`config.mk`:
```
export PLATFORM = sky130hd
export DESIGN_NAME = nanov_seq
export DESIGN_NICKNAME = d
export VERILOG_FILES = /design/src/rtl/nanov_seq.sv
export SDC_FILE = /design/constraint.sdc
export NUM_CORES = 1
export LEC_CHECK = 0
export ABC_CLOCK_PERIOD_IN_PS = 4700
export CORE_MARGIN = 3
export CORE_UTILIZATION = 53
export CTS_BUF_LIST = sky130_fd_sc_hd__clkbuf_16
export DETAILED_ROUTE_END_ITERATION = 16
export GPL_TIMING_DRIVEN = 0
export MAX_ROUTING_LAYER = met4
export PLACE_DENSITY = 0.84
export SKIP_LAST_GASP = 1
export SLEW_MARGIN = 40
export SYNTH_ARGS = -nofsm -noshare
export SYNTH_HDL_FRONTEND = slang
export SYNTH_SLANG_ARGS = --single-unit
```
`constraint.sdc`:
```
create_clock -name clk -period 4.7 [get_ports clk]
set_input_delay 1.175 -clock clk [delete_from_list [all_inputs] [get_ports clk]]
set_output_delay 1.175 -clock clk [all_outputs]
set_load 0.1 [all_outputs]
```
`src/rtl/nanov_seq.sv`:
```
// nanov_seq: bit/digit-serial instruction sequencer with a two-deep
// instruction buffer (CUR + lookahead NXT) and result deserialiser.
module nanov_seq #(
  parameter int XLEN    = 32,
  parameter int DW      = 1,
  parameter int NCYCLES = 4,
  localparam int DIGITS = XLEN / DW,
  localparam int CW     = $clog2(DIGITS)
) (
  input  logic            clk,
  input  logic            rstn,
  input  logic            instr_valid,
  input  logic [XLEN-1:0] instr,
  output logic            instr_ready,
  input  logic            stall,
  input  logic [DW-1:0]   serial_in,
  input  logic            branch_in,
  output logic [CW-1:0]   counter,
  output logic [2:0]      cycle,
  output logic [XLEN-1:0] core_instr,
  output logic [XLEN-1:0] core_next_instr,
  output logic [XLEN-1:0] result,
  output logic            result_valid,
  output logic            result_branch,
  output logic            busy
);

  typedef enum logic {
    S_IDLE,
    S_RUN
  } state_t;

  localparam logic [CW-1:0] LAST_DIG = CW'(DIGITS - 1);
  localparam logic [2:0]    LAST_CYC = 3'(NCYCLES - 1);

  state_t          r_state;
  logic [CW-1:0]   r_cnt;
  logic [2:0]      r_cyc;
  logic [XLEN-1:0] r_cur;
  logic [XLEN-1:0] r_nxt;
  logic            r_nxt_full;
  logic [XLEN-1:0] r_shreg;
  logic [XLEN-1:0] r_result;
  logic            r_valid;
  logic            r_branch;

  logic            w_acc;
  logic            w_last_dig;
  logic            w_last_cyc;
  logic            w_done;
  logic [XLEN-1:0] w_shnext;

  assign w_acc      = instr_valid & ~r_nxt_full;
  assign w_last_dig = (r_cnt == LAST_DIG);
  assign w_last_cyc = (r_cyc == LAST_CYC);
  assign w_done     = (r_state == S_RUN) & ~stall
                    & w_last_dig & w_last_cyc;
  assign w_shnext   = {serial_in, r_shreg[XLEN-1:DW]};

  always_ff @(posedge clk) begin
    if (!rstn) begin
      r_state    <= S_IDLE;
      r_cnt      <= '0;
      r_cyc      <= '0;
      r_cur      <= '0;
      r_nxt      <= '0;
      r_nxt_full <= 1'b0;
      r_shreg    <= '0;
      r_result   <= '0;
      r_valid    <= 1'b0;
      r_branch   <= 1'b0;
    end else begin
      r_valid <= 1'b0;
      unique case (r_state)
        S_IDLE: begin
          if (w_acc) begin
            r_cur   <= instr;
            r_cnt   <= '0;
            r_cyc   <= '0;
            r_state <= S_RUN;
          end
        end
        S_RUN: begin
          if (!stall) begin
            if (w_last_cyc) r_shreg <= w_shnext;
            if (w_last_dig) begin
              r_cnt <= '0;
              r_cyc <= r_cyc + 3'd1;
            end else begin
              r_cnt <= r_cnt + 1'b1;
            end
          end
          if (w_done) begin
            r_result <= w_shnext;
            r_valid  <= 1'b1;
            r_branch <= branch_in;
            r_cnt    <= '0;
            r_cyc    <= '0;
            // Lookahead wins; otherwise a same-edge offer goes straight to CUR
            if (r_nxt_full) begin
              r_cur      <= r_nxt;
              r_nxt      <= '0;
              r_nxt_full <= 1'b0;
            end else if (w_acc) begin
              r_cur <= instr;
            end else begin
              r_state <= S_IDLE;
            end
          end else if (w_acc) begin
            r_nxt      <= instr;
            r_nxt_full <= 1'b1;
          end
        end
      endcase
    end
  end

  assign instr_ready     = ~r_nxt_full;
  assign counter         = r_cnt;
  assign cycle           = r_cyc;
  assign core_instr      = r_cur;
  assign core_next_instr = r_nxt;
  assign result          = r_result;
  assign result_valid    = r_valid;
  assign result_branch   = r_branch;
  assign busy            = (r_state == S_RUN);

endmodule

```
# --- Word-level counts from Yosys, hierarchy flattened ---
# Cells that the tools add are included.
# W data, S select, Z words.
op_classes:
  addsub: 2
  n_eq_ne: 7
  mux: 24
  bitwise: 7
  n_reduce_logical: 8
op_table:
  columns: ["cell", "count"]
  rows:
  - ["$mux W32", 6]
  - ["$pmux W32 S2", 1]
  - ["$mux W5", 4]
  - ["$mux W3", 4]
  - ["$pmux W5 S2", 1]
  - ["$reduce_and A3 Y1", 3]
  - ["$reduce_and A2 Y1", 4]
  - ["$mux W1", 6]
  - ["$pmux W3 S2", 1]
  - ["$add A5 B1 Y5 const B", 1]
  - ["$eq A5 B5 Y1 const B", 1]
  - ["$and A1 B1 Y1", 4]
  - ["$ne A2 B2 Y1 const B", 2]
  - ["$add A3 B1 Y3 const B", 1]
  - ["$eq A3 B2 Y1 const B", 1]
  - ["$ne A3 B1 Y1 const B", 1]
  - ["$ne A3 B2 Y1 const B", 1]
  - ["$not A1 Y1", 3]
  - ["$ne A2 B1 Y1 const B", 1]
  - ["$pmux W1 S2", 1]
  - ["$reduce_bool A2 Y1", 1]
word_totals:
  regBits: 140
  word_cells: 58

# --- Logic depth before layout (Yosys ltp) ---
# Gate-level depths: netlist of run 1.
logic_depth:
  depth_word: 6
  ltp_mapped: 9
  depth_no_buf: 6

# --- Worst setup path before layout of run 1 ---
# Ideal clock, no wire load.
synth_timing:
  kind: "register to output"
  start: "register r_nxt_full"
  end: "output instr_ready"
  t_arrival_ns: 1.539
  t_required_ns: 3.525
  slack_ns: 1.986
  stages_incl_launch_ff: 4
  path_buffers: 2
  cell_sequence: "dfxtp_1 > buf_4 > inv_2 > clkbuf_1"
synth_via:
  elab_chain_cells: 1
synth_rtl:
  columns: ["element", "line_no", "rtl"]
  rows:
  - ["start: declaration", "41", "logic r_nxt_full;"]
  - ["start signal: assignment", "67", "r_nxt_full <= 1'b0;"]
  - ["start signal: assignment", "103", "r_nxt_full <= 1'b0;"]
  - ["start signal: assignment", "111", "r_nxt_full <= 1'b1;"]
  - ["$not A1 Y1", "118", "assign instr_ready = ~r_nxt_full;"]
  - ["end: declaration", "14", "output logic instr_ready,"]
# No other way between the ends.

# --- Worst setup path after layout of run 1 ---
# Ends and elaborated chain as after synthesis.

==> impl_results.md, run 1 <==
- RSZ-0062 raised after global routing: false
- Clk slew on worst S/H paths: 0.06 ns
- Top FF cell, synth: dfxtp_1
- Hold WC Path Type: flop to flop
- Detail Route Antenna Nets: 0
- Pin count of the biggest net entering global routing: 17
- Net count, final: 827
- Filler cell count: 849
- Post-route DRC: 0
- Pleak: 3.03 nW
- CP arrival: 1.96 ns
- Antenna violations before repair: 0
- Crit path max fanout: 10
- Die height: 112 µm
- Worst EP required: 3.52 ns
- Synthesized flop and latch total: 139
- Root Driver: clkbuf_16
- # rows: 38
- Clk sink count: 139
- Grt total ovfl: 0
- Buffers and inverters on the worst path: 4
- Post-CTS setup buffers: 0
- Final Hold Fails: 0
- Synth Cell Area: 5990 µm²
- I/O pins: 146
- Final Critical Period: 3.13 ns
- Fraction of registers with async set/reset: 0%
- Ratio of cells with drive above 1 in the final layout: 28.0%
- Avg Vias per Cell: 6.07
- Post-Syn Area per Cell: 9.61 µm²
- Library cells used by synthesis: 43
- P&R area growth vs syn: 28.7%
- Ant diodes: 0
- CP max-delay cell: buf_2
- First drt pass iteration count: 5
- Port Buf Inserts: 144
- Period utilization: 66.7%
- Die extent in x: 112 µm
- Area leader, netlist: dfxtp_1
- Layout Utilization: 70.5%
- Worst Tran Pin Value: 0.570 ns
- Syn nets: 664
- Fmax: 319 MHz
- Clock buffer count from CTS: 17
- Max Cap Viol: 0
- Synth area leaders: dfxtp_1 (46%), a21boi_0 (7.5%), nand2_1 (6.1%)
- Max-slew violations: 0
- Vias in the first global route: 5546
- Via count: 5703
- Clock skew: 0.00531 ns
- Power, Total: 3.32 mW
- CP delay by family, top: buffers and inverters
- DP Area: 7070 µm²
- Status: finished clean
- Final Setup Violations: 0
- Cells after synthesis: 623
- Gpl congestion: 0.854
- EDFF count, synth: 0
- Clock Path Buffers: 2
- Htree depth: 4
- Crit-path cells: buf_4, inv_2, clkbuf_1, buf_2
- Seq/Total Area, Yosys: 46.5%
- Commonest cells in the netlist: dfxtp_1 (139), nand2_1 (97), a21boi_0 (60)
- Critical path launch point type: flop
- Setup TNS: 0 ns
- Final Instance Area: 7710 µm²
- Worst Setup End Kind: primary output
- Post-CTS resize count: 0
- Hpwl dp: 12.0 mm
- Syn. warnings: 0
- Yosys top cell area share: 46.5%
- Most frequent cell after synthesis: dfxtp_1
- Power Density: 430 nW/µm²
- WL/cell: 18.1 µm
- Routed wire length: 17.0 mm
- # hold bufs at CTS: 0
- Core Footprint: 10900 µm²
- Kind of critical path: flop to primary output
- Die ar.: 12600 µm²
- VDD IR max: 0.252 mV
- Slew headroom: 62.0%
- Clock latency on the worst-skew pair: 0.41 ns
- First-pass GRT wire length: 27.5 mm
- CTS tree: yes
- Crit path largest cell delay: 0.53 ns
- GRT Total Usage: 27.4%
- Initial core utilization: 54.8%
- Initial DRC count: 438
-- cell families (layout without fill, tap and decap cells) --
logic type,count (synthesis),in the layout,synth area share (%)
AO/OA/AOI/OAI,207,207,30.2
AND/OR/NAND/NOR,197,197,16.4
flip-flops,139,139,46.5
buffers and inverters,75,251,6.00
adder cells (fa/ha/maj),3,3,0.627
multiplexers,2,2,0.334
-- worst min-delay path, stage by stage (launching register included) --
cell and delay, ns:
dfxtp_1 0.30, o21ai_0 0.06, a21boi_1 0.06
-- cell usage in the layout, fill, tap and decap left out, types with 3 or more instances in the layout --
| cell type | instances |
|---|---|
| o31ai_2 | 29 |
| nand3_1 | 40 |
| a21boi_0 | 60 |
| dfxtp_1 | 139 |
| nand2_1 | 97 |
| o31ai_1 | 3 |
| clkinvlp_4 | 3 |
| nand2b_1 | 3 |
| ha_1 | 3 |
| a21oi_1 | 3 |
| clkbuf_1 | 49 |
| nand4bb_1 | 3 |
| buf_6 | 7 |
| clkdlybuf4s50_1 | 36 |
| o32a_1 | 32 |
| a21boi_1 | 9 |
| buf_2 | 122 |
| clkinv_2 | 3 |
| clkbuf_16 | 17 |
| bufinv_16 | 5 |
| nand3b_1 | 3 |
| nand4_1 | 33 |
| nor2b_1 | 3 |
| o221a_1 | 5 |
| o221a_2 | 27 |
| o21ai_0 | 34 |
-- worst paths after layout --
path	cells after the start	to	from	slack, ns
worst min register to register	2	result[1]	result[1]	0.47
worst min-delay path	2	result[1]	result[1]	0.47
worst max register to register	7	core_next_instr[6]	counter[0]	2.29
worst max-delay path	4	instr_ready	r_nxt_full	1.57
-- metal layers --
metal	part of all wire (%)	global-route usage [%]	vias up
met5	0	-	-
met4	1.7	8.17	0
met3	8.5	7.22	37
met2	47	43.0	267
met1	43	34.9	2733
li1	-	-	2666
-- power breakdown --
part / internal [mW] / switching, mW
sequential: 1.22 / 0.0324
clock: 0.943 / 0.518
combinational: 0.144 / 0.460
total: 2.31 / 1.01
-- cell type report --
class	count	area, µm²	share of cell area [%]
Multi-Input combinational cell	409	2850	36.9
Buffer	73	352	4.56
Tap cell	140	175	2.27
Clock buffer	17	425	5.52
Inverter	2	7.51	0.0974
Timing Repair Buffer	144	901	11.7
Clock inverter	15	220	2.86
Sequential cell	139	2780	36.1
-- registers in the layout, indices dropped and copies added (netlist names) --
signal and cells:
core_instr 32, core_next_instr 32, result 32, r_shreg 31
counter 5, cycle 3, busy 1, r_nxt_full 1
result_branch 1, result_valid 1
-- stage by stage --
step                std cells  worst slack, ns  hold WS, ns
detailed placement        907             1.69        0.461
global route              939             1.46        0.495
floorplan                 623             1.99        0.444
global placement          907             1.31        0.456
CTS                       939             1.58        0.471
finish                    939             1.57        0.471
No activity file was read; power rests on OpenSTA's default activity.
==> run 2, diff against run 1 <==
ABC_CLOCK_PERIOD_IN_PS = 2700   (was 4700)
CORE_UTILIZATION = 45   (was 53)
PLACE_DENSITY = 0.76   (was 0.84)
clock period = 2.7 ns   (was 4.7 ns; I/O delays follow)
==> run 2 against run 1 <==
Against the previous run: sequential share of layout area grew 0.60 points; first-iteration DRC count grew 3.2%; sequential power grew 74%; critical endpoint unchanged; highest routed layer unchanged.
==> impl_results.md, run 2 (synthesis results as in run 1) <==
- Initial DRC count: 452 (was 438)
- WL/cell: 17.8 µm (was 18.1 µm)
- Core Footprint: 12800 µm² (was 10900 µm²)
- Crit path from: r_nxt_full (unchanged)
- Period utilization: 96.0%
- Critical path launch point type: flop (unchanged)
- Fmax: 386 MHz
- Power, Total: 5.17 mW (was 3.32 mW)
- Reg-to-Reg End: core_next_instr[16] (was core_next_instr[6])
- Final Hold Fails: 0 (unchanged)
- R2r setup slk: 0.34 ns (was 2.29 ns)
- CP delay by family, top: buffers and inverters (unchanged)
- Status: finished clean (unchanged)
- Setup crit end: instr_ready (unchanged)
- GRT Total Usage: 24.2% (was 27.4%)
- Final Setup Violations: 0 (unchanged)
- Hold WC Path Type: flop to flop (unchanged)
- Clock Path Buffers: 2 (unchanged)
- Worst Tran Pin Value: 0.570 ns (about the same)
- Die extent in x: 121 µm (was 112 µm)
- First-pass GRT wire length: 27.9 mm (was 27.5 mm)
- RSZ-0062 raised after global routing: false (unchanged)
- Htree depth: 4 (unchanged)
- Crit path max fanout: 10 (unchanged)
- DP Area: 7110 µm² (was 7070 µm²)
- Worst reg2reg startpoint: counter[0] (unchanged)
- CP arrival: 1.92 ns (was 1.96 ns)
- Vias in the first global route: 5608 (was 5546)
- Ant diodes: 0 (unchanged)
- Die ar.: 14700 µm² (was 12600 µm²)
- Kind of critical path: flop to primary output (unchanged)
- Post-route DRC: 0 (unchanged)
- Root Driver: clkbuf_16 (unchanged)
- Via count: 5655 (was 5703)
- Final Critical Period: 2.59 ns
- Clock latency on the worst-skew pair: 0.43 ns (was 0.41 ns)
- Clk sink count: 139 (unchanged)
- Routed wire length: 17.2 mm (was 17.0 mm)
- WP depth: 4 (unchanged)
- Slew headroom: 62.0% (about the same)
- Avg Vias per Cell: 5.84 (was 6.07)
- Most common cell after layout, fill and taps aside: dfxtp_1 (unchanged)
- Power Density: 682 nW/µm² (was 430 nW/µm²)
- P&R area growth vs syn: 26.6% (was 28.7%)
- Pleak: 2.99 nW (was 3.03 nW)
- Pin count of the biggest net entering global routing: 17 (unchanged)
- CTS tree: yes (unchanged)
- Layout Utilization: 59.1% (was 70.5%)
- Crit-path cells: buf_4, inv_2, clkbuf_1, clkbuf_4 (was buf_4, inv_2, clkbuf_1, buf_2)
- # rows: 41 (was 38)
- Buffers and inverters on the worst path: 4 (unchanged)
- Worst EP required: 2.03 ns (was 3.52 ns)
- Clock skew: 0.0103 ns (was 0.00531 ns)
- Clock buffer count from CTS: 17 (unchanged)
- Max Cap Viol: 0 (unchanged)
- Worst Setup End Kind: primary output (unchanged)
- Die height: 121 µm (was 112 µm)
- Most frequent cells in the layout: dfxtp_1 (139), buf_2 (121), nand2_1 (97), a21boi_0 (60), clkbuf_1 (49) (was dfxtp_1 (139), buf_2 (122), nand2_1 (97), a21boi_0 (60), clkbuf_1 (49))
- Hpwl dp: 12.5 mm (was 12.0 mm)
- Gpl congestion: 0.868 (was 0.854)
- Initial core utilization: 46.7% (was 54.8%)
- R2R depth: 7 (unchanged)
- Detail Route Antenna Nets: 0 (unchanged)
- Antenna violations before repair: 0 (unchanged)
- Ratio of cells with drive above 1 in the final layout: 26.6% (was 28.0%)
- Port Buf Inserts: 144 (unchanged)
- Net count, final: 827 (unchanged)
- First drt pass iteration count: 7 (was 5)
- Grt total ovfl: 0 (unchanged)
- Clk slew on worst S/H paths: 0.05 ns (was 0.06 ns)
- # hold bufs at CTS: 0 (unchanged)
- Max-slew violations: 0 (unchanged)
- CP max-delay cell: clkbuf_4 (was buf_2)
- Final Instance Area: 7580 µm² (was 7710 µm²)
- Filler cell count: 1131 (was 849)
- Crit path largest cell delay: 0.45 ns (was 0.53 ns)
- VDD IR max: 0.434 mV (was 0.252 mV)
- I/O pins: 146 (unchanged)
==> run 2: area by class of cell <==
class	count	area (µm²)	share of cell area [%]
sequential	139	2780	36.7
inverter	2	7.51	0.0990
multi-input combinational	409	2850	37.5
buffer	73	352	4.64
clock buffer	17	425	5.61
tap	172	215	2.84
timing repair buffer	144	903	11.9
clock inverter	13	51.3	0.676
==> run 2: repair_timing <==
action	in CTS	in global routing
setup endpoints to repair	0	1
buffers inserted	0	0
resized for setup	0	1
==> run 2: metal layers <==
| layer | vias up | share of wire [%] | GRT usage (%) |
|---|---|---|---|
| li1 | 2655 | - | - |
| met1 | 2761 | 44 | 31.9 |
| met2 | 205 | 47 | 36.5 |
| met3 | 34 | 6.0 | 5.41 |
| met4 | 0 | 2.3 | 9.38 |
| met5 | - | 0 | - |
==> run 2: where the power goes <==
part | switching (mW) | internal (mW) | total (mW)
clock | 0.817 | 1.12 | 1.93
combinational | 0.802 | 0.252 | 1.05
sequential | 0.0525 | 2.13 | 2.18
==> run 2: worst min path at each step <==
stage	start	end	slack, ns	depth (start not counted)
floorplan	r_shreg[1]	r_shreg[1]	0.44	2
global placement	r_shreg[9]	r_shreg[8]	0.45	2
detailed placement	r_shreg[5]	r_shreg[5]	0.46	2
CTS	r_shreg[5]	r_shreg[5]	0.47	2
global route	r_shreg[5]	r_shreg[5]	0.49	2
finish	r_shreg[5]	r_shreg[5]	0.47	2
==> run 2: per-stage QoR <==
stage               cells  hold WS [ns]  setup slack [ns]  setup TNS (ns)
finish                969         0.472             0.109               0
global route          969         0.494            0.0601               0
global placement      939         0.453            -0.168          -0.168
detailed placement    939         0.463             0.237               0
floorplan             623         0.444            0.0335               0
CTS                   969         0.472            0.0596               0
==> run 2: tightest hold or removal path: cells and delay by family (launching register included) <==
kind | cells | cell delay, ns
flops | 1 | 0.32
simple gates | 1 | 0.06
compound gates | 1 | 0.05
==> run 3, diff against run 2 <==
CORE_UTILIZATION = 35   (was 45)
PLACE_DENSITY = 0.61   (was 0.76)
SLEW_MARGIN = unset   (was 40)
==> run 3 against run 2 <==
Against the previous run: critical path depth is 3 lower; setup slack worse by 0.070 ns; cell count grew 5.1%; sequential cell count unchanged; cell area up 8.4%; largest cell class unchanged; utilization is 9.7 points lower; routed wire length is 6.7% higher; sequential power hardly changed; count of clock-buffer cells in the layout unchanged; global-route usage shrank 3.7 points; first-iteration DRC count shrank 40%; total power rose by 4.0%.
==> impl_results.md, run 3 (synthesis results as in run 1) <==
- Status: finished clean (unchanged)
- CP delay by family, top: buffers and inverters (unchanged)
- Ant diodes: 0 (unchanged)
- Buffers and inverters on the worst path: 1 (was 4)
- Worst Setup End Kind: primary output (unchanged)
- Hold WC Path Type: flop to flop (unchanged)
- Crit path max fanout: 4 (was 10)
- Worst hold path endpoint: r_shreg[1] (was r_shreg[5])
- Final Setup Violations: 0 (unchanged)
- CP arrival: 1.99 ns (was 1.92 ns)
- Fmax: 376 MHz (was 386 MHz)
- Avg Vias per Cell: 5.38 (was 5.84)
- Power Density: 653 nW/µm² (was 682 nW/µm²)
- RSZ-0062 raised after global routing: false (unchanged)
- Power, Total: 5.37 mW (was 5.17 mW)
- # hold bufs at CTS: 0 (unchanged)
- P&R area growth vs syn: 37.3% (was 26.6%)
- Hold slack: 0.465 ns (was 0.472 ns)
- GRT Total Usage: 20.6% (was 24.2%)
- I/O pins: 146 (unchanged)
- Crit-path cells: clkdlybuf4s50_1 (was buf_4, inv_2, clkbuf_1, clkbuf_4)
- Initial core utilization: 36.0% (was 46.7%)
- Gpl congestion: 0.838 (was 0.868)
- Initial DRC count: 273 (was 452)
- Die height: 137 µm (was 121 µm)
- DP Area: 7710 µm² (was 7110 µm²)
- Post-route DRC: 0 (unchanged)
- R2R depth: 7 (unchanged)
- First-pass GRT wire length: 29.4 mm (was 27.9 mm)
- Port Buf Inserts: 144 (unchanged)
- Clk slew on worst S/H paths: 0.06 ns (was 0.05 ns)
- Final Hold Fails: 0 (unchanged)
- Max-slew violations: 0 (unchanged)
- Final Instance Area: 8230 µm² (was 7580 µm²)
- Ratio of cells with drive above 1 in the final layout: 13.7% (was 26.6%)
- Clk sink count: 139 (unchanged)
- Kind of critical path: flop to primary output (unchanged)
- Min setup slack post-route: 0.0394 ns (was 0.109 ns)
- Net count, final: 827 (unchanged)
- Via count: 5479 (was 5655)
- CP max-delay cell: clkdlybuf4s50_1 (was clkbuf_4)
- Period utilization: 98.5% (was 96.0%)
- Grt total ovfl: 0 (unchanged)
- Root Driver: clkbuf_16 (unchanged)
- Die extent in x: 137 µm (was 121 µm)
- Max Cap Viol: 0 (unchanged)
- Core Footprint: 16600 µm² (was 12800 µm²)
- Crit path largest cell delay: 1.17 ns (was 0.45 ns)
- # rows: 47 (was 41)
- Worst EP required: 2.03 ns (about the same)
- WHS Path Cells: 2 (unchanged)
- Worst reg2reg startpoint: counter[0] (unchanged)
- WL/cell: 18.0 µm (was 17.8 µm)
- Finished Layout Cells: 1018 (was 969)
- Detail Route Antenna Nets: 0 (unchanged)
- R2r setup slk: 0.26 ns (was 0.34 ns)
- Dpl cells: 987 (was 939)
- Dpl ws: -0.252 ns (was 0.237 ns)
- Hpwl dp: 13.4 mm (was 12.5 mm)
- Htree depth: 4 (unchanged)
- CTS tree: yes (unchanged)
- Final Critical Period: 2.66 ns (was 2.59 ns)
- Slew headroom: 30.3% (was 62.0%)
- Critical path launch point type: flop (unchanged)
- Reg-to-Reg End: core_next_instr[16] (unchanged)
- Most common cell after layout, fill and taps aside: dfxtp_1 (unchanged)
- Clock skew: 0.0140 ns (was 0.0103 ns)
- Hold path startpoint: r_shreg[1] (was r_shreg[5])
- Pleak: 2.88 nW (was 2.99 nW)
- Antenna violations before repair: 0 (unchanged)
- Clock Path Buffers: 2 (unchanged)
- Vias in the first global route: 5568 (was 5608)
- VDD IR max: 0.421 mV (was 0.434 mV)
- Routed wire length: 18.4 mm (was 17.2 mm)
- Post-CTS setup buffers: 0 (unchanged)
- Worst Tran Pin Value: 1.04 ns (was 0.570 ns)
- First drt pass iteration count: 4 (was 7)
- Die ar.: 18700 µm² (was 14700 µm²)
- Most frequent cells in the layout: dfxtp_1 (139), clkdlybuf4s50_1 (135), nand2_1 (97), a21boi_0 (60), clkbuf_1 (49) (was dfxtp_1 (139), buf_2 (121), nand2_1 (97), a21boi_0 (60), clkbuf_1 (49))
- Clock buffer count from CTS: 17 (unchanged)
- Pin count of the biggest net entering global routing: 17 (unchanged)
- Clock latency on the worst-skew pair: 0.42 ns (was 0.43 ns)
## run 3: what timing repair did
action	CTS	global route
gates resized for setup	7	7
setup endpoints to repair	5	5
hold endpoints to repair	0	0
## run 3: power by group
part | leakage [nW] | switching [mW] | internal, mW | total, mW
sequential | 1.13 | 0.0559 | 2.13 | 2.18
clock | 0.263 | 0.839 | 1.23 | 2.07
combinational | 1.49 | 0.807 | 0.318 | 1.12
## run 3: cell type report
type	instances	area, µm²
Buffer	73	352
Clock buffer	17	425
Clock inverter	14	91.3
Fill cell	1544	8420
Inverter	2	7.51
Multi-Input combinational cell	409	2850
Sequential cell	139	2780
Tap cell	220	275
Timing Repair Buffer	144	1440
## run 3: routing by layer
layer	global-route usage [%]	part of all wire (%)	vias up
met3	6.47	5.9	26
met5	-	0	-
met2	32.5	47	144
li1	-	-	2654
met4	6.93	2.1	0
met1	25.0	45	2655
## run 3: per-stage QoR
stage               TNS [ns]  utilization (%)
floorplan                  0                -
global placement      -0.247             46.3
CTS                   -0.109             49.4
detailed placement    -0.252             46.3
global route               0             49.4
finish                     0             49.4
## run 3: how the worst max path moves through the flow
stage	cells past startpoint	end	slack, ns	startpoint
after detailed placement	4	instr_ready	-0.25	r_nxt_full
after global placement	4	instr_ready	-0.25	r_nxt_full
final	1	counter[1]	0.04	counter[1]
after CTS	4	instr_ready	-0.11	r_nxt_full
after floorplan	9	core_instr[21]	0.03	counter[0]
after global routing	1	counter[1]	0.001	counter[1]
